<file path="config.mk">
export PLATFORM = sky130hd
export DESIGN_NAME = spi_result_tx
export DESIGN_NICKNAME = d
export VERILOG_FILES = /design/src/rtl/spi_pkg.sv /design/src/rtl/spi_pin_sync.sv /design/src/rtl/spi_result_tx.sv
export SDC_FILE = /design/constraint.sdc
export NUM_CORES = 1
export LEC_CHECK = 0
export ABC_AREA = 1
export ABC_CLOCK_PERIOD_IN_PS = 2100
export CAP_MARGIN = 20
export CORE_ASPECT_RATIO = 0.5
export CORE_MARGIN = 2
export CORE_UTILIZATION = 39
export CTS_CLUSTER_SIZE = 14
export DETAILED_ROUTE_END_ITERATION = 6
export PLACE_DENSITY = 0.6
export SLEW_MARGIN = 0
export SYNTH_ARGS = -nofsm -noshare
export SYNTH_HDL_FRONTEND = slang
export SYNTH_SLANG_ARGS = --single-unit
</file>
<file path="constraint.sdc">
create_clock -name clk -period 2.1 [get_ports clk]
set_clock_uncertainty 0.1 [all_clocks]
set_input_delay 0.21 -clock clk [delete_from_list [all_inputs] [get_ports clk]]
set_output_delay 0.21 -clock clk [all_outputs]
set_load 0.05 [all_outputs]
</file>
<file path="src/rtl/spi_pkg.sv">
// Shared SPI slave definitions used by the result transmitter and the matrix-load receiver.
// Latency: n/a (types and constants only). Backpressure: n/a.
package spi_pkg;
   typedef enum logic [2:0] {IDLE, CMD, FETCH, SHIFT, DONE, IGNORE} state_t;

   localparam logic [7:0] CMD_READ = 8'h30;
   localparam logic [7:0] CMD_LOAD = 8'h10;

   // Words cross the link low byte first; bits within a byte go MSB first.
   localparam bit BYTE_LSB_FIRST = 1'b1;
endpackage

</file>
<file path="src/rtl/spi_pin_sync.sv">
// Synchronises sclk/cs_n/mosi into clk and flags sclk and cs_n edges.
// Latency: SYNC_STAGES+1 clk from pin to edge pulse. Backpressure: none, free-running.
module spi_pin_sync #(
   parameter int SYNC_STAGES = 2
) (
   input  logic clk,
   input  logic rst_n,
   input  logic sclk,
   input  logic cs_n,
   input  logic mosi,
   output logic mosi_s,
   output logic sclk_rise,
   output logic sclk_fall,
   output logic cs_rise,
   output logic cs_fall
);
   logic [SYNC_STAGES-1:0] sclk_sr;
   logic [SYNC_STAGES-1:0] cs_sr;
   logic [SYNC_STAGES-1:0] mosi_sr;
   logic                   sclk_d;
   logic                   cs_d;

   always_ff @(posedge clk or negedge rst_n) begin
      if (!rst_n) begin
         sclk_sr <= '0;
         cs_sr   <= '1;
         mosi_sr <= '0;
         sclk_d  <= 1'b0;
         cs_d    <= 1'b1;
      end else begin
         sclk_sr <= {sclk_sr[SYNC_STAGES-2:0], sclk};
         cs_sr   <= {cs_sr[SYNC_STAGES-2:0], cs_n};
         mosi_sr <= {mosi_sr[SYNC_STAGES-2:0], mosi};
         sclk_d  <= sclk_sr[SYNC_STAGES-1];
         cs_d    <= cs_sr[SYNC_STAGES-1];
      end
   end

   assign mosi_s    = mosi_sr[SYNC_STAGES-1];
   assign sclk_rise =  sclk_sr[SYNC_STAGES-1] & ~sclk_d;
   assign sclk_fall = ~sclk_sr[SYNC_STAGES-1] &  sclk_d;
   assign cs_rise   =  cs_sr[SYNC_STAGES-1] & ~cs_d;
   assign cs_fall   = ~cs_sr[SYNC_STAGES-1] &  cs_d;
endmodule

</file>
<file path="src/rtl/spi_result_tx.sv">
// SPI mode-0 slave streaming the result matrix on miso; SPI_TX_CHECKSUM_EN appends an XOR byte.
// Latency: one result-buffer fetch (2 clk) per word, hidden inside an sclk half-period. Backpressure: none, host paces via sclk.
module spi_result_tx #(
   parameter int          N_ELEM      = 16,
   parameter int          DATA_W      = 16,
   parameter logic [7:0]  CMD_READ    = spi_pkg::CMD_READ,
   parameter int          SYNC_STAGES = 2
) (
   input  logic                      clk,
   input  logic                      rst_n,
   input  logic                      sclk,
   input  logic                      cs_n,
   input  logic                      mosi,
   output logic                      miso,
   output logic                      miso_oe,
   output logic                      res_rd_en,
   output logic [$clog2(N_ELEM)-1:0] res_addr,
   input  logic [DATA_W-1:0]         res_data,
   input  logic                      result_valid,
   output logic                      result_ack,
   output logic                      busy
);
   import spi_pkg::*;

   localparam int             AW   = $clog2(N_ELEM);
   localparam logic [AW-1:0]  LAST = AW'(N_ELEM - 1);

   state_t            state;
   logic [2:0]        bit_cnt;
   logic              byte_idx;
   logic [AW-1:0]     elem;
   logic [7:0]        cmd_sr;
   logic [7:0]        cmd_next;
   logic [DATA_W-1:0] word_q;
   logic [7:0]        cur_byte;
   logic              hi_sel;
   logic              mosi_s;
   logic              sclk_rise;
   logic              sclk_fall;
   logic              cs_rise;
   logic              cs_fall;
`ifdef SPI_TX_CHECKSUM_EN
   logic              ck_phase;
   logic [7:0]        csum;
`endif

   spi_pin_sync #(.SYNC_STAGES(SYNC_STAGES)) u_sync (
      .clk       (clk),
      .rst_n     (rst_n),
      .sclk      (sclk),
      .cs_n      (cs_n),
      .mosi      (mosi),
      .mosi_s    (mosi_s),
      .sclk_rise (sclk_rise),
      .sclk_fall (sclk_fall),
      .cs_rise   (cs_rise),
      .cs_fall   (cs_fall)
   );

   assign cmd_next = {cmd_sr[6:0], mosi_s};
   assign hi_sel   = BYTE_LSB_FIRST ? byte_idx : ~byte_idx;
   assign busy     = (state != IDLE);

   always_comb begin
      cur_byte = hi_sel ? word_q[15:8] : word_q[7:0];
`ifdef SPI_TX_CHECKSUM_EN
      if (ck_phase) cur_byte = csum;
`endif
   end

   always_ff @(posedge clk or negedge rst_n) begin
      if (!rst_n) begin
         state      <= IDLE;
         bit_cnt    <= '0;
         byte_idx   <= 1'b0;
         elem       <= '0;
         cmd_sr     <= '0;
         word_q     <= '0;
         miso       <= 1'b0;
         miso_oe    <= 1'b0;
         res_rd_en  <= 1'b0;
         res_addr   <= '0;
         result_ack <= 1'b0;
`ifdef SPI_TX_CHECKSUM_EN
         ck_phase   <= 1'b0;
         csum       <= '0;
`endif
      end else begin
         res_rd_en  <= 1'b0;
         result_ack <= 1'b0;
         // cs_n release wins over any sclk edge seen in the same cycle
         if (cs_rise) begin
            state   <= IDLE;
            miso    <= 1'b0;
            miso_oe <= 1'b0;
         end else begin
            case (state)
               IDLE: begin
                  if (cs_fall) begin
                     state    <= CMD;
                     bit_cnt  <= '0;
                     byte_idx <= 1'b0;
                     elem     <= '0;
                     res_addr <= '0;
`ifdef SPI_TX_CHECKSUM_EN
                     ck_phase <= 1'b0;
                     csum     <= '0;
`endif
                  end
               end
               CMD: begin
                  if (sclk_rise) begin
                     cmd_sr  <= cmd_next;
                     bit_cnt <= bit_cnt + 3'd1;
                     if (bit_cnt == 3'd7) begin
                        if (cmd_next == CMD_READ && result_valid) begin
                           state     <= FETCH;
                           res_rd_en <= 1'b1;
                           res_addr  <= '0;
                        end else begin
                           state <= IGNORE;
                        end
                     end
                  end
               end
               FETCH: begin
                  // res_data is valid the cycle after the strobe drops
                  if (!res_rd_en) begin
                     word_q <= res_data;
                     state  <= SHIFT;
                  end
               end
               SHIFT: begin
                  miso_oe <= 1'b1;
                  if (sclk_fall) begin
                     miso <= cur_byte[3'd7 - bit_cnt];
                  end else if (sclk_rise) begin
                     bit_cnt <= bit_cnt + 3'd1;
                     if (bit_cnt == 3'd7) begin
`ifdef SPI_TX_CHECKSUM_EN
                        csum <= csum ^ cur_byte;
                        if (ck_phase) begin
                           state      <= DONE;
                           result_ack <= 1'b1;
                        end else
`endif
                        if (!byte_idx) begin
                           byte_idx <= 1'b1;
                        end else begin
                           byte_idx <= 1'b0;
                           elem     <= elem + 1'b1;
                           if (elem == LAST) begin
`ifdef SPI_TX_CHECKSUM_EN
                              ck_phase <= 1'b1;
`else
                              state      <= DONE;
                              result_ack <= 1'b1;
`endif
                           end else begin
                              res_rd_en <= 1'b1;
                              res_addr  <= elem + 1'b1;
                              state     <= FETCH;
                           end
                        end
                     end
                  end
               end
               DONE: begin
                  miso <= 1'b0;
               end
               IGNORE: begin
                  miso    <= 1'b0;
                  miso_oe <= 1'b0;
               end
               default: state <= IDLE;
            endcase
         end
      end
   end
endmodule

</file>
## Word-level counts from Yosys, hierarchy flattened

Index checks and enable logic that the tools add are counted.

- Equal/unequal tests: 27
- Bitwise gates (word level): 10
- Add/sub/neg operators: 3
- Magnitude comparators: 1
- Mux-type cells: 62
- Reductions and logical operators: 16

Operators with widths:

| kind | number |
|---|---|
| $mux W4 | 13 |
| $mux W3 | 14 |
| $ne A3 B3 Y1 const B | 9 |
| $mux W1 | 25 |
| $ne A2 B2 Y1 const B | 9 |
| $pmux W3 S5 | 1 |
| $pmux W4 S3 | 1 |
| $reduce_bool A3 Y1 | 4 |
| $reduce_and A11 Y1 | 1 |
| $eq A3 B3 Y1 const B | 3 |
| $pmux W3 S3 | 1 |
| $reduce_and A9 Y1 | 1 |
| $eq A8 B6 Y1 const B | 1 |
| $mux W8 | 1 |
| $pmux W1 S2 | 4 |
| $pmux W4 S2 | 1 |
| $reduce_and A7 Y1 | 1 |
| $eq A3 B2 Y1 const B | 2 |
| $not A1 Y1 | 6 |
| $reduce_and A3 Y1 | 2 |
| $reduce_and A6 Y1 | 1 |
| $add A4 B1 Y4 const B | 1 |
| $and A1 B1 Y1 | 4 |
| $eq A4 B4 Y1 const B | 1 |
| other kinds (12) | 12 |

- Input bits: 22
- Register bits after elaboration: 50
- Word-level logic and storage cells: 135

## Depth between registers and ports, before layout

Gate-level depths: netlist (run 1).

- Depth in word-level cells: 8
- Mapped depth: 11
- Gate-level depth less buffers: 11

## By module

Synthesis (run 1) repeated with hierarchy kept, for this count alone.

- Cells, all modules: 285
- Area total of the unflattened synthesis: 2,384.8 um2

By module, submodules not included:

| module | cells an instance | area an instance (um2) | times used |
|---|---|---|---|
| spi_result_tx | 269 | 2,150.8 | 1 |
| spi_pin_sync | 16 | 234.0 | 1 |

## Worst setup path after synthesis (run 1)

No wires, ideal clock.

- Kind: flip-flop to flip-flop
- Start: reg u_sync.cs_d
- End: reg res_addr[0]
- Data arrival time: 1.509 ns
- Stages on the path, launching flop included: 11
- Path buffers: 0
- Path slack: 0.369 ns
- Period minus slack after synthesis: 1.731 ns
- Cell sequence: dfstp_2 -> inv_1 -> ha_1 -> inv_2 -> nand2_4 -> nor2_2 -> nand2_2 -> nor2_4 -> nand2_4 -> o21ai_1 -> nand2_1

- Cells in the longest elaborated chain, start to end: 4

Ends and longest elaborated chain:

| item | line | source |
|---|---|---|
| start: declaration | spi_pin_sync.sv:21 | `logic cs_d;` |
| start signal: assignment | spi_pin_sync.sv:35 | `cs_d <= cs_sr[SYNC_STAGES-1];` |
| branches (longest 3 deep; another with $ne A2 B2 Y1) | n/a |  |
| $reduce_and A11 Y1 (no source line) * | n/a |  |
| end signal: assignment | spi_result_tx.sv:161 | `res_addr <= elem + 1'b1;` |
| end: declaration | spi_result_tx.sv:17 | `output logic [$clog2(N_ELEM)-1:0] res_addr,` |

Every way passes the cells marked *.
A chain may end at the register's enable or synchronous reset.

## Worst setup path after layout (run 1)

- Start: reg u_sync.cs_d
- End: reg bit_cnt[1]

- Cells in the longest elaborated chain, start to end: 4

Ends and longest elaborated chain:

| item | line | source |
|---|---|---|
| branches (longest 3 deep; another with $ne A2 B2 Y1) | n/a |  |
| $reduce_and A4 Y1 (no source line) * | n/a |  |
| end signal: assignment | spi_result_tx.sv:114 | `bit_cnt <= bit_cnt + 3'd1;` |
| end signal: assignment | spi_result_tx.sv:138 | `bit_cnt <= bit_cnt + 3'd1;` |
| end: declaration | spi_result_tx.sv:29 | `logic [2:0] bit_cnt;` |

Marked as above.

==> results of run 1 <==
-- worst max-delay path, delay by kind of cell, from the launching register on --
family / cells / cell delay, ns
AO/OA/AOI/OAI: 1 / 0.08
adder cells (fa/ha/maj): 1 / 0.24
buffers and inverters: 2 / 0.17
flip-flops: 1 / 0.54
AND/OR/NAND/NOR: 7 / 0.71
-- stage by stage --
stage	util (%)	power, mW	cell area (um^2)
3_5_place_dp	47.3	2.25	2890
4_1_cts	50.2	3.19	3070
2_1_floorplan	-	1.98	2470
6_report	50.4	3.15	3080
5_1_grt	50.4	3.38	3080
3_3_place_gp	47.3	2.24	2890
-- synth_stat cells (all sizes together), types with 2 or more instances --
cell type / n / area share (%)
nand3: 20 / 4.8
nand2: 74 / 13
nand4: 4 / 1.3
inv: 39 / 6.0
a21oi: 20 / 4.0
ha: 5 / 2.5
buf: 5 / 1.5
dfrtp: 47 / 48
nor3: 2 / 0.40
o21ai: 13 / 2.8
mux2: 6 / 2.7
dfstp: 3 / 3.2
nor2: 45 / 8.6
-- per-layer routing --
metal	vias up	part of all wire, %	GRT usage, %
met5	-	0	0
met4	0	1.2	6.55
met1	895	51	21.6
met2	44	42	24.0
met3	7	5.4	5.38
li1	985	-	-
-- power groups by stage --
stage | registers (mW) | logic [mW] | clock network [mW]
after floorplan | 1.20 | 0.778 | 0
after global placement | 1.22 | 1.02 | 0
after detailed placement | 1.23 | 1.03 | 0
after CTS | 1.21 | 1.02 | 0.957
after global routing | 1.23 | 1.15 | 1.00
final | 1.21 | 1.02 | 0.927
-- final timing paths --
kind                                          endpoint  slack (ns)                        start
max                             bit_cnt[1]$_DFFE_PN0P_        0.19        u_sync.cs_d$_DFF_PN1_
min                          u_sync.cs_sr[0]$_DFF_PN1_        0.22                         cs_n
max reg2reg                     bit_cnt[1]$_DFFE_PN0P_        0.19        u_sync.cs_d$_DFF_PN1_
min reg2reg                u_sync.sclk_sr[1]$_DFF_PN0_        0.25  u_sync.sclk_sr[0]$_DFF_PN0_
max in group asynchronous    u_sync.cs_sr[1]$_DFF_PN1_        1.04                        rst_n
min in group asynchronous        word_q[6]$_DFFE_PN0P_        0.25                        rst_n
-- registers in the layout, indices dropped and copies added (netlist names), 2 cells and up --
register	count
state	3
elem	4
word_q	16
bit_cnt	3
u_sync.sclk_sr	2
u_sync.mosi_sr	2
u_sync.cs_sr	2
res_addr	4
cmd_sr	7
-- final cells by class --
| type | instances | area, um^2 |
|---|---|---|
| Inverter | 39 | 149 |
| Timing Repair Buffer | 37 | 349 |
| Multi-Input combinational cell | 193 | 1040 |
| Fill cell | 612 | 3030 |
| Clock inverter | 3 | 47.5 |
| Sequential cell | 50 | 1250 |
| Clock buffer | 5 | 125 |
| Tap cell | 88 | 110 |
-- kinds of logic after synthesis --
logic type                 Yosys count
adders and majority gates            5
AOI/OAI and AO/OA                   35
and+or+nand+nor                    147
muxes                                6
DFF                                 50
buffers and inverters               44
-- what timing repair did --
| item | CTS | global route |
|---|---|---|
| buffers inserted | 0 | 0 |
| pin swaps | 0 | 0 |
| hold buffers | 1 | 0 |
| setup endpoints to repair | 1 | 2 |
| hold endpoints to repair | 14 | 0 |
| gates resized for setup | 1 | 1 |
-- placed cells by master (no fill, tap or decap), types with 6 or more instances in the layout --
master and count:
a21oi_1 20, buf_4 6, clkdlybuf4s50_1 28, dfrtp_1 47, inv_1 31, inv_2 7
nand2_1 61, nand2_2 9, nand3_1 18, nor2_1 38, o21ai_1 7
==> out/metrics.csv, run 1 <==
stage,metric,value,unit
timing,setup_viol,0,
placed_design,port_buffers,30,
clock_network,cts.reportedPaths.clkPinSlew,0.07,ns
yosys,muxShareOfSynthArea,2.73,%
pwr,peakVddDrop,0.000350,V
clock_network,h-tree-depth,2,
clock_network,cts_sinks,50,
setup_path,crit_chain,inv_1 > ha_1 > inv_2 > nand2_4 > nor2_2 > nand2_2 > nor2_4 > nand2_2 > nor2_2 > nand2_1 > o21ai_1,
floorplanning,rows,20,
setup_path,crit_path_max_incr_delay,0.54,ns
floorplanning,dieWidth,117,um
placed_design,post-place-ws,0.178,ns
timing,layout_setup_ws,0.189,ns
floorplanning,num_io_pins,31,
yosys,synth_top_family_by_area,simple AND/OR/NAND/NOR gates,
global_route,grt_start_max_net_pins,21,
yosys,yosysSeqAreaShare,50.8,%
timing,hold_slack,0.217,ns
yosys,synthArstFlopShare,100,%
yosys,yosys_warnings,0,
setup_path,crit_path_max_fanout,5,
setup_path,cp-end-kind,register,
min_path,worstHoldPathType,primary input to register,
floorplanning,coreArea,6110,um^2
timing,rsz0062_at_grt,no,
setup_path,worstPathRequired,2.22,ns
drt,wl_per_cell,11.8,um
timing,fin_tns_setup,0,ns
clock_network,cts_tree,yes,
global_route,grt_pass1_vias,1808,
drt,drc,0,
drt,vias,1931,
clock_network,cts-root-buf,clkbuf_16,
yosys,netlist_area,2470,um^2
pwr,swShare,35.7,%
layout,antennaDiodeCount,0,
yosys,syn_nets,314,
setup_path,worstPathArrival,2.03,ns
pwr,clock_power_share,29.4,%
yosys,ys.flop_type,dfrtp_1,
layout,drive_above_1_share,16.2,%
setup_path,cp_slowest_cell,dfstp_2,
pwr,power.leakage,1.49,nW
run_status,outcome,finished clean,
global_route,track_usage,16.0,%
drt,drt.antenna.violating_nets,0,
drt,via_per_inst,4.65,
yosys,avgSynthCellArea,8.61,um^2
clock_network,cts_buffer_depth,2,
yosys,yosysUniqueCellTypes,31,
pwr,p_per_area,1020,nW/um^2
floorplanning,die-area,7030,um^2
timing,slew_viol_final,0,
pwr,seq_power_share,38.3,%
clock_network,insertion_delay,0.29,ns
timing,worstMarginPinSlew,0.516,ns
floorplanning,dieHeight,60.3,um
placed_design,gp_congestion,0.887,
setup_path,worstRegToRegCells,11,
layout,finalNonFillerCells,415,
yosys,synth-xor-area-share,0,%
setup_path,start_kind,register,
drt,first_iter_violations,90,
min_path,min_path_cells,1,
pwr,combPwrFrac,32.4,%
pwr,p_int,2.03,mW
timing,period_needed,1.91,ns
timing,timing.fmax,0.523,GHz
global_route,grt_pass1_wl,8.40,mm
yosys,ys_seq_elements,50,
flow_run,drv_cap,0,
layout,syn_to_final_growth,24.4,%
drt,wl,4.91,mm
yosys,yosys.area_share.simple,29.0,%
yosys,synth-edff-count,0,
drt,drtPass1Iterations,4,
floorplanning,start_util,40.5,%
placed_design,dp_hpwl,3.85,mm
setup_path,critical_path_class,register to register,
pwr,p_switching,1.13,mW
placed_design,dp_cells,406,
yosys,synthAdderAreaFrac,2.53,%
global_route,grt-ovfl-total,0,
clock_network,cts_made_buffers,5,
timing,hold_violations,0,
global_route,antenna_found_initial,0,
layout,final_nets,353,
timing,relSlewSlack,65.5,%
timing,period_share,91.0,%
yosys,netlist_instances,287,
yosys,synth_compound_area_share,7.44,%
No activity file was read; power rests on OpenSTA's default activity.
==> inputs of run 2 (changes only) <==
SLEW_MARGIN = not set   (was 0)
==> results of run 2 <==
The final DEF is identical to that of run 1; final timing and power are the same.
==> inputs of run 3 (changes only) <==
ABC_AREA = not set   (was 1)
ABC_CLOCK_PERIOD_IN_PS = not set   (was 2100)
clock period = 2.15 ns   (was 2.1 ns; I/O delays follow)
==> out/metrics.csv, run 3 <==
stage,metric,value,unit
setup_path,cp_common_cell,ha_1,
placed_design,placed_area,2860,um^2
yosys,yosys_warnings,0,
drt,via_per_inst,5.10,
setup_path,worstPathArrival,2.10,ns
setup_path,crit_chain,ha_1 > ha_1 > and3b_2 > o21ai_1 > a221oi_4 > mux2_1,
global_route,grt_start_max_net_pins,28,
clock_network,h-tree-depth,2,
layout,syn_to_final_growth,25.6,%
clock_network,cts-root-buf,clkbuf_16,
layout,largest_reg_flops,16,
global_route,grt_pass1_wl,7.76,mm
yosys,ys.flop_type,dfrtp_1,
global_route,grt-ovfl-total,0,
yosys,yosysUniqueCellTypes,55,
setup_path,crit_path_max_fanout,4,
run_status,outcome,finished clean,
timing,timing.fmax,0.492,GHz
timing,slew_viol_final,0,
yosys,synth.top_cell.area_share,48.7,%
floorplanning,die-area,6880,um^2
yosys,yosysMostFrequentCell,dfrtp_1,
drt,drtPass1Iterations,4,
drt,drt.antenna.violating_nets,0,
layout,final_nets,259,
placed_design,dp_hpwl,3.42,mm
yosys,syn_nets,218,
clock_network,cts_sinks,50,
timing,fin_tns_setup,0,ns
min_path,hp-start,cs_n,
timing,hold_slack,0.235,ns
clock_network,cts.reportedPaths.clkPinSlew,0.07,ns
layout,final_common_cell,dfrtp_1,
floorplanning,dieWidth,115,um
layout,fill_cells,529,
setup_path,cp_top_family,compound AO/OA/AOI/OAI gates,
min_path,hold_end,u_sync.cs_sr[0]$_DFF_PN1_,
timing,hold_violations,0,
yosys,synth_top_cells_by_count,"dfrtp_1 (47), mux2_2 (26), nor2_1 (8)",
drt,vias,1637,
timing,setup_viol,0,
layout,largest_register,word_q,
yosys,yosysSeqAreaShare,51.9,%
floorplanning,coreArea,6030,um^2
drt,first_iter_violations,77,
placed_design,port_buffers,30,
floorplanning,num_io_pins,31,
setup_path,r2r_end,res_addr[3]$_DFFE_PN0P_,
yosys,netlist_instances,191,
pwr,power.leakage,1.32,nW
setup_path,worstPathRequired,2.22,ns
drt,wl,4.55,mm
floorplanning,dieHeight,59.7,um
setup_path,crit_path_max_incr_delay,0.41,ns
timing,worstMarginPinSlew,0.611,ns
setup_path,worst-path-stages,6,
pwr,power,2.97,mW
setup_path,worstRegToRegCells,6,
yosys,netlist_area,2420,um^2
floorplanning,rows,20,
clock_network,cts_tree,yes,
setup_path,timing.rr.start,bit_cnt[0]$_DFFE_PN0P_,
yosys,synth-edff-count,0,
drt,wl_per_cell,14.2,um
flow_run,drv_cap,0,
setup_path,start_kind,register,
pwr,p_per_area,979,nW/um^2
yosys,avgSynthCellArea,12.6,um^2
global_route,antenna_found_initial,0,
yosys,synth_largest_area_cell,dfrtp_1,
setup_path,rrSetupSlack,0.12,ns
floorplanning,start_util,40.1,%
clock_network,cts_setup_buffers,0,
clock_network,cts_buffer_depth,2,
layout,reg.largest.list,"word_q x16, cmd_sr x7",
layout,drive_above_1_share,26.6,%
layout,antennaDiodeCount,0,
pwr,peakVddDrop,0.000395,V
setup_path,critPathBufInv,0,
layout,layout_common_cells,"dfrtp_1 (47), clkdlybuf4s50_1 (28), mux2_2 (26), buf_4 (10), nor2_1 (8)",
global_route,grt_pass1_vias,1671,
timing,period_needed,2.03,ns
global_route,track_usage,14.7,%
yosys,synthArstFlopShare,100,%
min_path,worstHoldPathType,primary input to register,
clock_network,cts_made_buffers,5,
setup_path,critical_path_class,register to register,
yosys,ys_seq_elements,50,
placed_design,gp_congestion,0.897,
clock_network,insertion_delay,0.29,ns
timing,rsz0062_at_grt,no,
setup_path,cp_slowest_cell,dfrtp_1,
min_path,min_path_cells,1,
setup_path,cp-end-kind,register,
yosys,synth.area.top_cells,"dfrtp_1 (49%), mux2_2 (12%), dfstp_2 (3.3%), mux2i_1 (2.9%), ha_1 (2.6%)",
timing,relSlewSlack,59.3,%
drt,drc,0,
timing,period_share,94.6,%
layout,design_area,3040,um^2
## run 3: how the worst max path moves through the flow
| stage | from | to |
|---|---|---|
| floorplan | u_sync.cs_d$_DFF_PN1_ | state[1]$_DFFE_PN0P_ |
| global placement | bit_cnt[0]$_DFFE_PN0P_ | res_addr[1]$_DFFE_PN0P_ |
| detailed placement | bit_cnt[0]$_DFFE_PN0P_ | res_addr[3]$_DFFE_PN0P_ |
| CTS | bit_cnt[0]$_DFFE_PN0P_ | res_addr[1]$_DFFE_PN0P_ |
| global route | bit_cnt[0]$_DFFE_PN0P_ | res_addr[1]$_DFFE_PN0P_ |
| finish | bit_cnt[0]$_DFFE_PN0P_ | res_addr[3]$_DFFE_PN0P_ |
## run 3: worst register-to-register path: cells and delay by family (launching register included)
family | cells | cell delay [ns]
AO/OA/AOI/OAI | 2 | 0.49
adder cells (fa/ha/maj) | 2 | 0.32
flip-flops | 1 | 0.41
multiplexers | 1 | 0.36
AND/OR/NAND/NOR | 1 | 0.24
## run 3: final cells by class
type	count	area (um^2)	share of cell area [%]
Clock inverter	2	12.5	0.412
Inverter	5	18.8	0.618
Timing Repair Buffer	41	390	12.9
Sequential cell	50	1250	41.3
Clock buffer	6	139	4.58
Tap cell	88	110	3.63
Multi-Input combinational cell	129	1110	36.6
## run 3: cells by family (layout without fill, tap and decap cells)
family          after synthesis  after routing  share of synthesized area [%]
simple gates                 52             52                           13.8
flops                        50             50                           51.9
mux                          38             38                           17.8
compound gates               33             33                           10.8
buf+inv                      12             54                           2.69
fa+ha+maj                     5              5                           2.59
xor+xnor                      1              1                          0.363
## run 3: metrics by stage
stage | utilization, % | cells | setup slack [ns]
after floorplan | - | 191 | 0.156
after global placement | 47.4 | 312 | 0.0632
after detailed placement | 47.4 | 312 | 0.0532
after CTS | 50.1 | 321 | 0.0300
after global routing | 50.3 | 321 | 0.0253
final | 50.3 | 321 | 0.116
## run 3: metal layers
layer  part of all wire, %  wire length, um  vias to the layer above  global-route usage [%]
li1                      -                -                      789                       -
met1                    53             2390                      808                    20.8
met2                    42             1930                       36                    22.4
met3                   4.2              193                        4                    3.85
met4                  0.77               35                        0                    4.65
met5                     0                0                        -                       0
## run 3: what timing repair did
action	4_1_cts	5_1_grt
setup endpoints to repair	0	22
resized for setup	0	4
hold endpoints to repair	23	0
hold buffers	1	0
## run 3: power breakdown
part           total, mW  switching (mW)  internal, mW
combinational      0.856           0.409         0.447
clock              0.787           0.327         0.461
sequential          1.33           0.153          1.18
total               2.97           0.889          2.08
